==> config.mk <==
export PLATFORM = sky130hd
export DESIGN_NAME = tqvp_cattuto_ws2812b_multi
export DESIGN_NICKNAME = d
export VERILOG_FILES = /design/src/rtl/ws2812b_multi_pkg.sv /design/src/rtl/ws2812b_serializer.sv /design/src/rtl/tqvp_cattuto_ws2812b_multi.sv
export SDC_FILE = /design/constraint.sdc
export NUM_CORES = 1
export LEC_CHECK = 0
export BUFFER_PORTS_ARGS = -buffer_cell sky130_fd_sc_hd__clkbuf_2
export CAP_MARGIN = 20
export CORE_MARGIN = 5
export CORE_UTILIZATION = 25
export CTS_BUF_LIST = sky130_fd_sc_hd__clkbuf_16
export CTS_CLUSTER_SIZE = 28
export DETAILED_ROUTE_END_ITERATION = 8
export REMOVE_ABC_BUFFERS = 1
export SLEW_MARGIN = 20
export SYNTH_ARGS = -nofsm -noshare
export SYNTH_HDL_FRONTEND = slang
export SYNTH_SLANG_ARGS = --single-unit
==> constraint.sdc <==
create_clock -name clk -period 2.1 [get_ports clk]
set_input_delay 0.42 -clock clk [delete_from_list [all_inputs] [get_ports clk]]
set_output_delay 0.42 -clock clk [all_outputs]
set_load 0.05 [all_outputs]
==> src/rtl/ws2812b_multi_pkg.sv <==
// ws2812b_multi_pkg: register map, CTRL/status bit positions, controller states and default bit timing
// Ports: none (package).
package ws2812b_multi_pkg;
    localparam logic [3:0] A_CTRL    = 4'h0;
    localparam logic [3:0] A_G       = 4'h1;
    localparam logic [3:0] A_R       = 4'h2;
    localparam logic [3:0] A_B       = 4'h3;
    localparam logic [3:0] A_W       = 4'h4;
    localparam logic [3:0] A_COUNT_L = 4'h5;
    localparam logic [3:0] A_COUNT_H = 4'h6;
    localparam logic [3:0] A_CHMASK  = 4'h7;
    localparam logic [3:0] A_DG      = 4'h8;
    localparam logic [3:0] A_DR      = 4'h9;
    localparam logic [3:0] A_DB      = 4'hA;

    localparam int C_START = 0;
    localparam int C_LATCH = 1;
    localparam int C_BLACK = 2;

    localparam int S_READY    = 0;
    localparam int S_BUSY     = 1;
    localparam int S_LATCHING = 2;

    typedef enum logic [1:0] {IDLE, LOAD, SEND, LATCH} state_t;

    localparam int DEF_T0H  = 26;
    localparam int DEF_T1H  = 51;
    localparam int DEF_TBIT = 80;
    localparam int DEF_TRES = 3200;
endpackage

==> src/rtl/ws2812b_serializer.sv <==
// ws2812b_serializer: shifts one pixel word MSB first as WS2812B bit periods, or holds a latch low time
// Ports: clk, rst_n (async, active low); word/valid load a pixel, latch starts a reset pulse,
//        both accepted only while ready; led is the serial data line.
module ws2812b_serializer import ws2812b_multi_pkg::*; #(
    parameter int PIX_BITS = 24,
    parameter int T0H      = DEF_T0H,
    parameter int T1H      = DEF_T1H,
    parameter int TBIT     = DEF_TBIT,
    parameter int TRES     = DEF_TRES
) (
    input  logic                clk,
    input  logic                rst_n,
    input  logic [PIX_BITS-1:0] word,
    input  logic                valid,
    input  logic                latch,
    output logic                ready,
    output logic                led
);
    localparam int TW = $clog2(TRES > TBIT ? TRES : TBIT);
    localparam int BW = $clog2(PIX_BITS);
    localparam logic [TW-1:0] T_BIT_END = TW'(TBIT - 1);
    localparam logic [TW-1:0] T_RES_END = TW'(TRES - 1);
    localparam logic [TW-1:0] T_HI1     = TW'(T1H);
    localparam logic [TW-1:0] T_HI0     = TW'(T0H);
    localparam logic [BW-1:0] B_END     = BW'(PIX_BITS - 1);

    logic                act, lat;
    logic [PIX_BITS-1:0] sr;
    logic [BW-1:0]       bcnt;
    logic [TW-1:0]       tcnt;
    logic                bit_end;

    assign bit_end = act && tcnt == T_BIT_END;
    // ready also covers the final clock of a word, so the next word follows without a gap
    assign ready = act ? (bcnt == B_END && tcnt == T_BIT_END) : (!lat || tcnt == T_RES_END);
    assign led   = act && tcnt < (sr[PIX_BITS-1] ? T_HI1 : T_HI0);

    always_ff @(posedge clk or negedge rst_n)
        if (!rst_n) begin
            act  <= 1'b0;
            lat  <= 1'b0;
            sr   <= '0;
            bcnt <= '0;
            tcnt <= '0;
        end else if (ready) begin
            act  <= valid;
            lat  <= !valid && latch;
            sr   <= word;
            bcnt <= '0;
            tcnt <= '0;
        end else begin
            tcnt <= bit_end ? '0 : tcnt + 1'b1;
            if (bit_end) begin
                sr   <= sr << 1;
                bcnt <= bcnt + 1'b1;
            end
        end
endmodule

==> src/rtl/tqvp_cattuto_ws2812b_multi.sv <==
// tqvp_cattuto_ws2812b_multi: TinyQV byte peripheral streaming one colour to up to NUM_CH WS2812B strips
// Ports: clk, rst_n (async, active low); ui_in unused; uo_out[NUM_CH:1] strip data, other bits 0;
//        address/data_write/data_in register writes; data_out combinational register read.
// Optional: define WS2812B_MULTI_GRADIENT_EN for per-pixel colour deltas at 0x8-0xA.
module tqvp_cattuto_ws2812b_multi import ws2812b_multi_pkg::*; #(
    parameter int NUM_CH   = 4,
    parameter int PIX_BITS = 24,
    parameter int COUNT_W  = 16,
    parameter int T0H      = DEF_T0H,
    parameter int T1H      = DEF_T1H,
    parameter int TBIT     = DEF_TBIT,
    parameter int TRES     = DEF_TRES
) (
    input  logic       clk,
    input  logic       rst_n,
    input  logic [7:0] ui_in,
    output logic [7:0] uo_out,
    input  logic [3:0] address,
    input  logic       data_write,
    input  logic [7:0] data_in,
    output logic [7:0] data_out
);
    state_t              state, state_n;
    logic [7:0]          g, r, b, w, cg, cr, cb;
    logic [COUNT_W-1:0]  count, cnt;
    logic [NUM_CH-1:0]   chmask;
    logic [15:0]         count16;
    logic [31:0]         full;
    logic [PIX_BITS-1:0] ser_word;
    logic                lat_after, black, busy, wr_ctrl, start, last_pix;
    logic                ser_ready, ser_valid, ser_latch, led, unused_ok;

    assign count16   = 16'(count);
    assign busy      = state != IDLE;
    assign wr_ctrl   = data_write && address == A_CTRL;
    assign start     = wr_ctrl && data_in[C_START] && !busy;
    assign last_pix  = cnt == COUNT_W'(1);
    assign full      = {cg, cr, cb, w};
    assign ser_word  = black ? '0 : full[31 -: PIX_BITS];
    // the next pixel is handed over on the last clock of the current one
    assign ser_valid = state == LOAD || (state == SEND && ser_ready && !last_pix);
    assign ser_latch = (start && count == '0 && data_in[C_LATCH]) ||
                       (state == SEND && ser_ready && last_pix && lat_after);
    assign uo_out    = 8'({{NUM_CH{led}} & chmask, 1'b0});
    assign unused_ok = ^{ui_in, full};

    assign state_n = state == IDLE ? (start ? (count != '0 ? LOAD : data_in[C_LATCH] ? LATCH : IDLE) : IDLE)
                   : state == LOAD ? SEND
                   : !ser_ready ? state
                   : state == SEND && !last_pix ? SEND
                   : state == SEND && lat_after ? LATCH : IDLE;

`ifdef WS2812B_MULTI_GRADIENT_EN
    logic [7:0] dg, dr, db, wg, wr, wb;
    // during SEND the colour offered is that of the following pixel
    assign {cg, cr, cb} = state == SEND ? {wg + dg, wr + dr, wb + db} : {wg, wr, wb};
    always_ff @(posedge clk or negedge rst_n)
        if (!rst_n) begin
            {dg, dr, db} <= '0;
            {wg, wr, wb} <= '0;
        end else begin
            if (data_write && address == A_DG) dg <= data_in;
            if (data_write && address == A_DR) dr <= data_in;
            if (data_write && address == A_DB) db <= data_in;
            if (start) {wg, wr, wb} <= {g, r, b};
            else if (state == SEND && ser_ready) {wg, wr, wb} <= {cg, cr, cb};
        end
`else
    assign {cg, cr, cb} = {g, r, b};
`endif

    always_ff @(posedge clk or negedge rst_n)
        if (!rst_n) begin
            state     <= IDLE;
            {g, r, b} <= '0;
            w         <= '0;
            count     <= '0;
            cnt       <= '0;
            chmask    <= '1;
            lat_after <= 1'b0;
            black     <= 1'b0;
        end else begin
            if (data_write && address == A_G) g <= data_in;
            if (data_write && address == A_R) r <= data_in;
            if (data_write && address == A_B) b <= data_in;
            if (data_write && address == A_W && PIX_BITS == 32) w <= data_in;
            if (data_write && address == A_COUNT_L && !busy) count <= COUNT_W'({count16[15:8], data_in});
            if (data_write && address == A_COUNT_H && !busy) count <= COUNT_W'({data_in, count16[7:0]});
            if (data_write && address == A_CHMASK && !busy) chmask <= data_in[NUM_CH-1:0];
            if (start) begin
                cnt       <= count;
                lat_after <= data_in[C_LATCH];
                black     <= data_in[C_BLACK];
            end
            if (state == SEND && ser_ready) cnt <= cnt - 1'b1;
            state <= state_n;
        end

    always_comb
        case (address)
            A_CTRL:    data_out = {5'b0, state == LATCH, busy, !busy && !(wr_ctrl && data_in[C_START])};
            A_G:       data_out = g;
            A_R:       data_out = r;
            A_B:       data_out = b;
            A_W:       data_out = w;
            A_COUNT_L: data_out = count16[7:0];
            A_COUNT_H: data_out = count16[15:8];
            A_CHMASK:  data_out = 8'(chmask);
`ifdef WS2812B_MULTI_GRADIENT_EN
            A_DG:      data_out = dg;
            A_DR:      data_out = dr;
            A_DB:      data_out = db;
`endif
            default:   data_out = 8'h00;
        endcase

    ws2812b_serializer #(
        .PIX_BITS(PIX_BITS), .T0H(T0H), .T1H(T1H), .TBIT(TBIT), .TRES(TRES)
    ) u_ser (
        .clk   (clk),
        .rst_n (rst_n),
        .word  (ser_word),
        .valid (ser_valid),
        .latch (ser_latch),
        .ready (ser_ready),
        .led   (led)
    );
endmodule
After elaboration in Yosys (flattened, before gate mapping)
Cells that the tools add are included.
{"block": "op_classes", "bitwise_logic": 2, "magnitude_cmp": 1, "addsub": 3, "n_eq_ne": 14, "muxes": 22, "reduce_logical": 42}
{"op": "$mux 24", "count": 3}
{"op": "$pmux 8 s8", "count": 1}
{"op": "$mux 16", "count": 3}
{"op": "$logic_and 1x1->1", "count": 25}
{"op": "$mux 12", "count": 2}
{"op": "$eq 16x1->1 const B", "count": 1}
{"op": "$eq 4x3->1 const B", "count": 4}
{"op": "$logic_not 16->1", "count": 1}
{"op": "$mux 2", "count": 8}
{"op": "$reduce_bool 16->1", "count": 1}
{"op": "$sub 16x1->16 const B", "count": 1}
{"op": "$add 12x1->12 const B", "count": 1}
{"op": "$eq 12x12->1 const B", "count": 1}
{"op": "$eq 12x7->1 const B", "count": 1}
{"op": "$lt 12x12->1", "count": 1}
{"op": "$mux 5", "count": 2}
{"op": "$eq 4x2->1 const B", "count": 2}
{"op": "$mux 8", "count": 1}
{"op": "$mux 6", "count": 1}
{"op": "$reduce_bool 2->1", "count": 3}
{"op": "$add 5x1->5 const B", "count": 1}
{"op": "$eq 5x5->1 const B", "count": 1}
{"op": "$logic_not 1->1", "count": 5}
{"op": "$and 4x4->4", "count": 1}
{"op": "10 further kinds", "count": 13}
{"block": "word_totals", "output_inout_bits": 16, "inputBits": 23, "register_bits": 107}

Logic depth before layout (Yosys ltp)
{"block": "depth", "word_depth": 8, "depth_mapped": 9, "mapped_depth_nobuf": 7}

Hierarchy
From an unflattened synthesis, not the netlist that was laid out.
{"block": "hier_totals", "hier_cells": 538, "hier_area_um2": 5806.8}
{"module": "tqvp_cattuto_ws2812b_multi", "area_per_inst_um2": 3530.9, "instances": 1, "cells_per_inst": 324}
{"module": "ws2812b_serializer", "area_per_inst_um2": 2275.9, "instances": 1, "cells_per_inst": 214}

Least setup slack after synthesis
No wires, ideal clock.
{"block": "synth_path", "kind": "input port to output port", "start": "input address[0]", "end": "output data_out[2]", "arrival_ns": 2.362, "path_slack_ns": -0.682, "required_time_ns": 1.680, "n_path_buf": 1, "cell_stages": 4, "path_cell_list": "buf_1 mux2i_1 mux4_2 o21ai_0"}
{"block": "synth_via", "elab_chain_cells": 2, "elab_cells_between_ends": 9}
{"item": "start: declaration", "line": "tqvp_cattuto_ws2812b_multi.sv:18", "text": "input logic [3:0] address,"}
{"item": "$eq 4x3->1, or another cell as far along", "line": "tqvp_cattuto_ws2812b_multi.sv:100", "text": "case (address)"}
{"item": "$pmux 8 s8 (*)", "line": "tqvp_cattuto_ws2812b_multi.sv:100"}
{"item": "end: declaration", "line": "tqvp_cattuto_ws2812b_multi.sv:21", "text": "output logic [7:0] data_out"}
Every way passes the cells marked *; elsewhere a longest branch is shown, timed or not.

Worst setup path after layout
{"block": "layout_path", "start": "register u_ser.tcnt[0]", "end": "output uo_out[3]"}
{"block": "layout_via", "elab_chain_cells": 3}
{"item": "start: declaration", "line": "ws2812b_serializer.sv:30", "text": "logic [TW-1:0] tcnt;"}
{"item": "start signal: assignment", "line": "ws2812b_serializer.sv:52", "text": "tcnt <= bit_end ? '0 : tcnt + 1'b1;"}
{"item": "$lt 12x12->1", "line": "ws2812b_serializer.sv:36", "text": "assign led = act && tcnt < (sr[PIX_BITS-1] ? T_HI1 : T_HI0);"}
{"item": "$logic_and 1x1->1", "line": "ws2812b_serializer.sv:36"}
{"item": "$and 4x4->4", "line": "tqvp_cattuto_ws2812b_multi.sv:44", "text": "assign uo_out = 8'({{NUM_CH{led}} & chmask, 1'b0});"}
{"item": "end: declaration", "line": "tqvp_cattuto_ws2812b_multi.sv:17", "text": "output logic [7:0] uo_out,"}
No other way between the ends.

==> impl_table.tex <==
\begin{tabular}{lr}
\hline
Metric & Value \\
\hline
\multicolumn{2}{l}{\textbf{Worst setup path}} \\
Minimum setup slack among reg-to-reg paths & -0.23 ns \\
Critical register-to-register path endpoint & cnt[2]\$\_DFFE\_PN0P\_ \\
Classification of the worst setup path & reg2out \\
Launching instance or port of the critical path & u\_ser.tcnt[0]\$\_DFF\_PN0\_ \\
Element type at the critical path start & flop \\
Critical R2R Launch & u\_ser.tcnt[0]\$\_DFF\_PN0\_ \\
CP Capture Type & output pin \\
Maximum net fanout on the critical path & 4 \\
Capturing element of the worst setup path & uo\_out[3] \\
Worst endpoint data arrival time & 1.92 ns \\
Required time of the critical path & 1.68 ns \\
Reg2Reg Depth & 12 \\
\multicolumn{2}{l}{\textbf{Synthesis}} \\
Post-synthesis share of cell area spent on full adders, half adders and majority gates & 0.0134 \\
Yosys cell types & 69 \\
Average cell area after synthesis & 10.3 um\^{}2 \\
Top-area cell type share of the netlist area & 0.461 \\
Yosys warns & 8 \\
Synth Area in Compound Gates & 0.177 \\
EDFF count, synth & 0 \\
XOR/XNOR share of the synthesized area & 0.0204 \\
Post-synth top area cell & sky130\_fd\_sc\_hd\_\_dfrtp\_1 \\
Most used flip-flop cell after synthesis & sky130\_fd\_sc\_hd\_\_dfrtp\_1 \\
Synthesized instance count & 543 \\
Fraction of registers with async set/reset & 1.00 \\
Synthesized-area fraction occupied by and/or/nand/nor cells & 0.176 \\
Syn Std Cell Area & 5590 um\^{}2 \\
Fraction of the yosys area taken by sequential cells & 0.480 \\
Combinational family with the most area after synthesis & compound AO/OA/AOI/OAI gates \\
Area contributors post-synth & sky130\_fd\_sc\_hd\_\_dfrtp\_1, sky130\_fd\_sc\_hd\_\_mux2\_2, sky130\_fd\_sc\_hd\_\_nand2\_1, sky130\_fd\_sc\_hd\_\_nor2\_1, sky130\_fd\_sc\_hd\_\_a22o\_1 \\
Portion of netlist area occupied by mux cells & 0.0960 \\
Flop and latch count out of synthesis & 107 \\
\multicolumn{2}{l}{\textbf{Timing}} \\
Setup TNS after final layout & -8.58 ns \\
Worst Setup Slack, final & -0.240 ns \\
Transition time at the pin with the least slew margin & 0.596 ns \\
Min Tclk post-route & 2.34 ns \\
Number of failing hold endpoints at the final stage & 0 \\
Maximum operating frequency & 427 MHz \\
RSZ-0062 raised after global routing & true \\
Layout Skew & 0.0152 ns \\
Max-Slew Margin vs Limit & 0.601 \\
\# setup viols final & 61 \\
Final cycle utilization of the critical path & 1.11 \\
Final-report max-slew violation count & 0 \\
\multicolumn{2}{l}{\textbf{Layout}} \\
Commonest cells after routing, fill and taps aside & sky130\_fd\_sc\_hd\_\_dfrtp\_1, sky130\_fd\_sc\_hd\_\_buf\_4, sky130\_fd\_sc\_hd\_\_nand2\_1 \\
Diodes inserted & 0 \\
Filler cells & 2183 \\
Synth-to-Final Area Change & 40.0\% \\
Share of layout cells above drive strength 1 & 0.411 \\
Final nets & 684 \\
Most common library cell in the layout ignoring fill and taps & sky130\_fd\_sc\_hd\_\_dfrtp\_1 \\
\multicolumn{2}{l}{\textbf{Global route}} \\
Antenna violations before repair & 0 \\
Pin count of the biggest net entering global routing & 37 \\
Total overflow reported by the global router & 0 \\
Wire length of the first global-routing pass & 25600 um \\
Number of global-route vias before repair & 4535 \\
Combined global-route utilization of all metal layers & 0.124 \\
\multicolumn{2}{l}{\textbf{Power and ir drop}} \\
Leakage power total & 3.44 nW \\
Proportion of power drawn by combinational gates & 0.221 \\
Seq pwr share & 0.478 \\
Net switching power & 2.04 mW \\
Switching share of power & 0.340 \\
Power density over cell area & 766 nW/um\^{}2 \\
Worst-case vdd ir drop & 0.460 mV \\
Cell internal power dissipation & 3.96 mW \\
Clock power share & 0.300 \\
\multicolumn{2}{l}{\textbf{Route}} \\
DRT Wirelength & 16300 um \\
Wire length per cell after detailed routing & 17.4 um \\
Detailed Route Iter0 Violations & 253 \\
Number of design rule violations left after detail routing & 0 \\
Number of vias after detailed routing & 4640 \\
Final ANT Viol Nets & 0 \\
Vias per inst & 4.94 \\
Total iterations of the first detailed-routing run & 4 \\
\multicolumn{2}{l}{\textbf{Floorplanning}} \\
Height of the die & 160 um \\
Number of placement rows & 54 \\
Initial core utilization & 0.255 \\
Die Footprint & 25400 um\^{}2 \\
Die width & 160 um \\
CORE AREA & 21900 um\^{}2 \\
Number of top-level design ports & 39 \\
\multicolumn{2}{l}{\textbf{Clock tree}} \\
Clock buffers created by TritonCTS & 9 \\
Clk buf depth & 2 \\
Clock tree from TritonCTS & done \\
Register clock-pin slew on the reported worst setup and hold paths & 0.08 ns \\
Insertion delay of the later-clocked pin in the worst-skew pair & 0.37 ns \\
Buffer type at the clock tree root & sky130\_fd\_sc\_hd\_\_clkbuf\_16 \\
Level count of the clock H-tree & 3 \\
TritonCTS Sinks & 107 \\
\multicolumn{2}{l}{\textbf{Placed design}} \\
Detailed placer's ending HPWL & 11200 um \\
IO buf count & 26 \\
Post-placement setup slack & -0.236 ns \\
Routability congestion estimate & 0.825 \\
\multicolumn{2}{l}{\textbf{Run status}} \\
Violated checks & negative setup slack \\
Status & complete, but fails checks \\
\multicolumn{2}{l}{\textbf{Flow run}} \\
Reported max-cap violation count & 0 \\
\multicolumn{2}{l}{\textbf{Worst hold path}} \\
Hold/Removal Path Class & in2reg \\
\hline
\end{tabular}
routing by layer:
| layer | track usage | part of all wire | up-vias |
|---|---|---|---|
| li1 | - | - | 2220 |
| met1 | 0.180 | 0.49 | 2342 |
| met2 | 0.190 | 0.47 | 69 |
| met3 | 0.0272 | 0.032 | 9 |
| met4 | 0.0252 | 0.0083 | 0 |
| met5 | 0 | 0 | - |
registers in the layout, indices dropped and copies added, names as in the netlist, 2 cells and up:
signal      flops
u_ser.bcnt      5
cg              8
u_ser.sr       24
count          16
b               8
cr              8
cnt            16
state           2
chmask          4
u_ser.tcnt     12
worst max-delay path, stage by stage (launching register included):
cell                       delay, ns
sky130_fd_sc_hd__dfrtp_1        0.40
sky130_fd_sc_hd__buf_6          0.12
sky130_fd_sc_hd__nand2b_4       0.12
sky130_fd_sc_hd__a21o_1         0.14
sky130_fd_sc_hd__a21o_1         0.15
sky130_fd_sc_hd__a31oi_1        0.13
sky130_fd_sc_hd__buf_4          0.17
sky130_fd_sc_hd__and2_4         0.19
sky130_fd_sc_hd__buf_12         0.14
through the flow:
stage	instances	utilization	power, mW	instance area (um^2)	hold WS (ns)
global route	940	0.357	6.27	7820	0.327
floorplan	514	-	3.40	5440	0.124
global placement	894	0.306	3.99	6700	0.363
detailed placement	894	0.306	4.02	6700	0.358
CTS	921	0.333	5.89	7290	0.321
finish	940	0.357	5.99	7820	0.334
cell families after synthesis:
group / after synthesis
buffers and inverters: 43
adders and majority gates: 6
AOI/OAI and AO/OA: 138
xor gates and xnor gates: 13
muxes: 47
and+or+nand+nor: 188
other: 1
DFF: 107
synthesized netlist by cell type, types with 3 or more instances:
cell type,n
sky130_fd_sc_hd__a211o_1,3
sky130_fd_sc_hd__a211oi_1,3
sky130_fd_sc_hd__a21o_1,17
sky130_fd_sc_hd__a21oi_1,21
sky130_fd_sc_hd__a22o_1,17
sky130_fd_sc_hd__a22oi_1,11
sky130_fd_sc_hd__a31oi_1,4
sky130_fd_sc_hd__and2_1,6
sky130_fd_sc_hd__and4_1,4
sky130_fd_sc_hd__buf_1,4
sky130_fd_sc_hd__buf_2,8
sky130_fd_sc_hd__buf_4,7
sky130_fd_sc_hd__clkbuf_1,12
sky130_fd_sc_hd__dfrtp_1,103
sky130_fd_sc_hd__dfstp_2,4
sky130_fd_sc_hd__ha_1,6
sky130_fd_sc_hd__inv_1,11
sky130_fd_sc_hd__mux2_2,43
sky130_fd_sc_hd__mux2i_1,3
sky130_fd_sc_hd__nand2_1,56
sky130_fd_sc_hd__nand2b_1,5
sky130_fd_sc_hd__nand3_1,16
sky130_fd_sc_hd__nand4_1,6
sky130_fd_sc_hd__nor2_1,41
sky130_fd_sc_hd__nor2b_1,5
sky130_fd_sc_hd__nor3_1,9
sky130_fd_sc_hd__nor4_1,10
sky130_fd_sc_hd__o211ai_1,10
sky130_fd_sc_hd__o21ai_0,23
sky130_fd_sc_hd__o311ai_1,3
sky130_fd_sc_hd__o31ai_1,4
sky130_fd_sc_hd__or2_1,4
sky130_fd_sc_hd__or3_1,7
sky130_fd_sc_hd__or4_1,4
sky130_fd_sc_hd__xnor2_1,6
sky130_fd_sc_hd__xor2_1,7
repair_timing:
item / CTS / global route
gates cloned: 2 / 5
setup endpoints to repair: 45 / 63
hold buffers: 1 / 0
gates resized for setup: 41 / 91
endpoints found under the hold margin: 18 / 0
buffers inserted: 8 / 14
pin swaps: 20 / 30
how the worst min path moves through the flow:
stage | slack, ns | start | depth (start not counted) | endpoint
final | 0.33 | data_in[1] | 2 | chmask[1]$_DFFE_PN1P_
after global routing | 0.33 | data_in[1] | 2 | chmask[1]$_DFFE_PN1P_
after CTS | 0.32 | data_in[1] | 2 | chmask[1]$_DFFE_PN1P_
after detailed placement | 0.36 | rst_n | 1 | u_ser.tcnt[8]$_DFF_PN0_
after global placement | 0.36 | rst_n | 1 | u_ser.tcnt[8]$_DFF_PN0_
after floorplan | 0.12 | rst_n | 0 | b[0]$_DFFE_PN0P_
power groups by stage:
| stage | registers (mW) | clock network [mW] | logic [mW] |
|---|---|---|---|
| floorplan | 2.71 | 0 | 0.695 |
| global placement | 2.86 | 0 | 1.13 |
| detailed placement | 2.87 | 0 | 1.15 |
| CTS | 2.84 | 1.85 | 1.20 |
| global route | 2.91 | 1.93 | 1.44 |
| finish | 2.87 | 1.80 | 1.33 |
area by class of cell:
type,instances,area [um^2],share of cell area
multi-input cells,397,3120,0.399
flip-flops and latches,107,2690,0.344
repair buffers,129,1300,0.166
well taps,280,350,0.0448
clock buffers,9,225,0.0288
clock inverters,7,96.3,0.0123
inverters,11,41.3,0.00528
(Power assumes the default switching activity.)
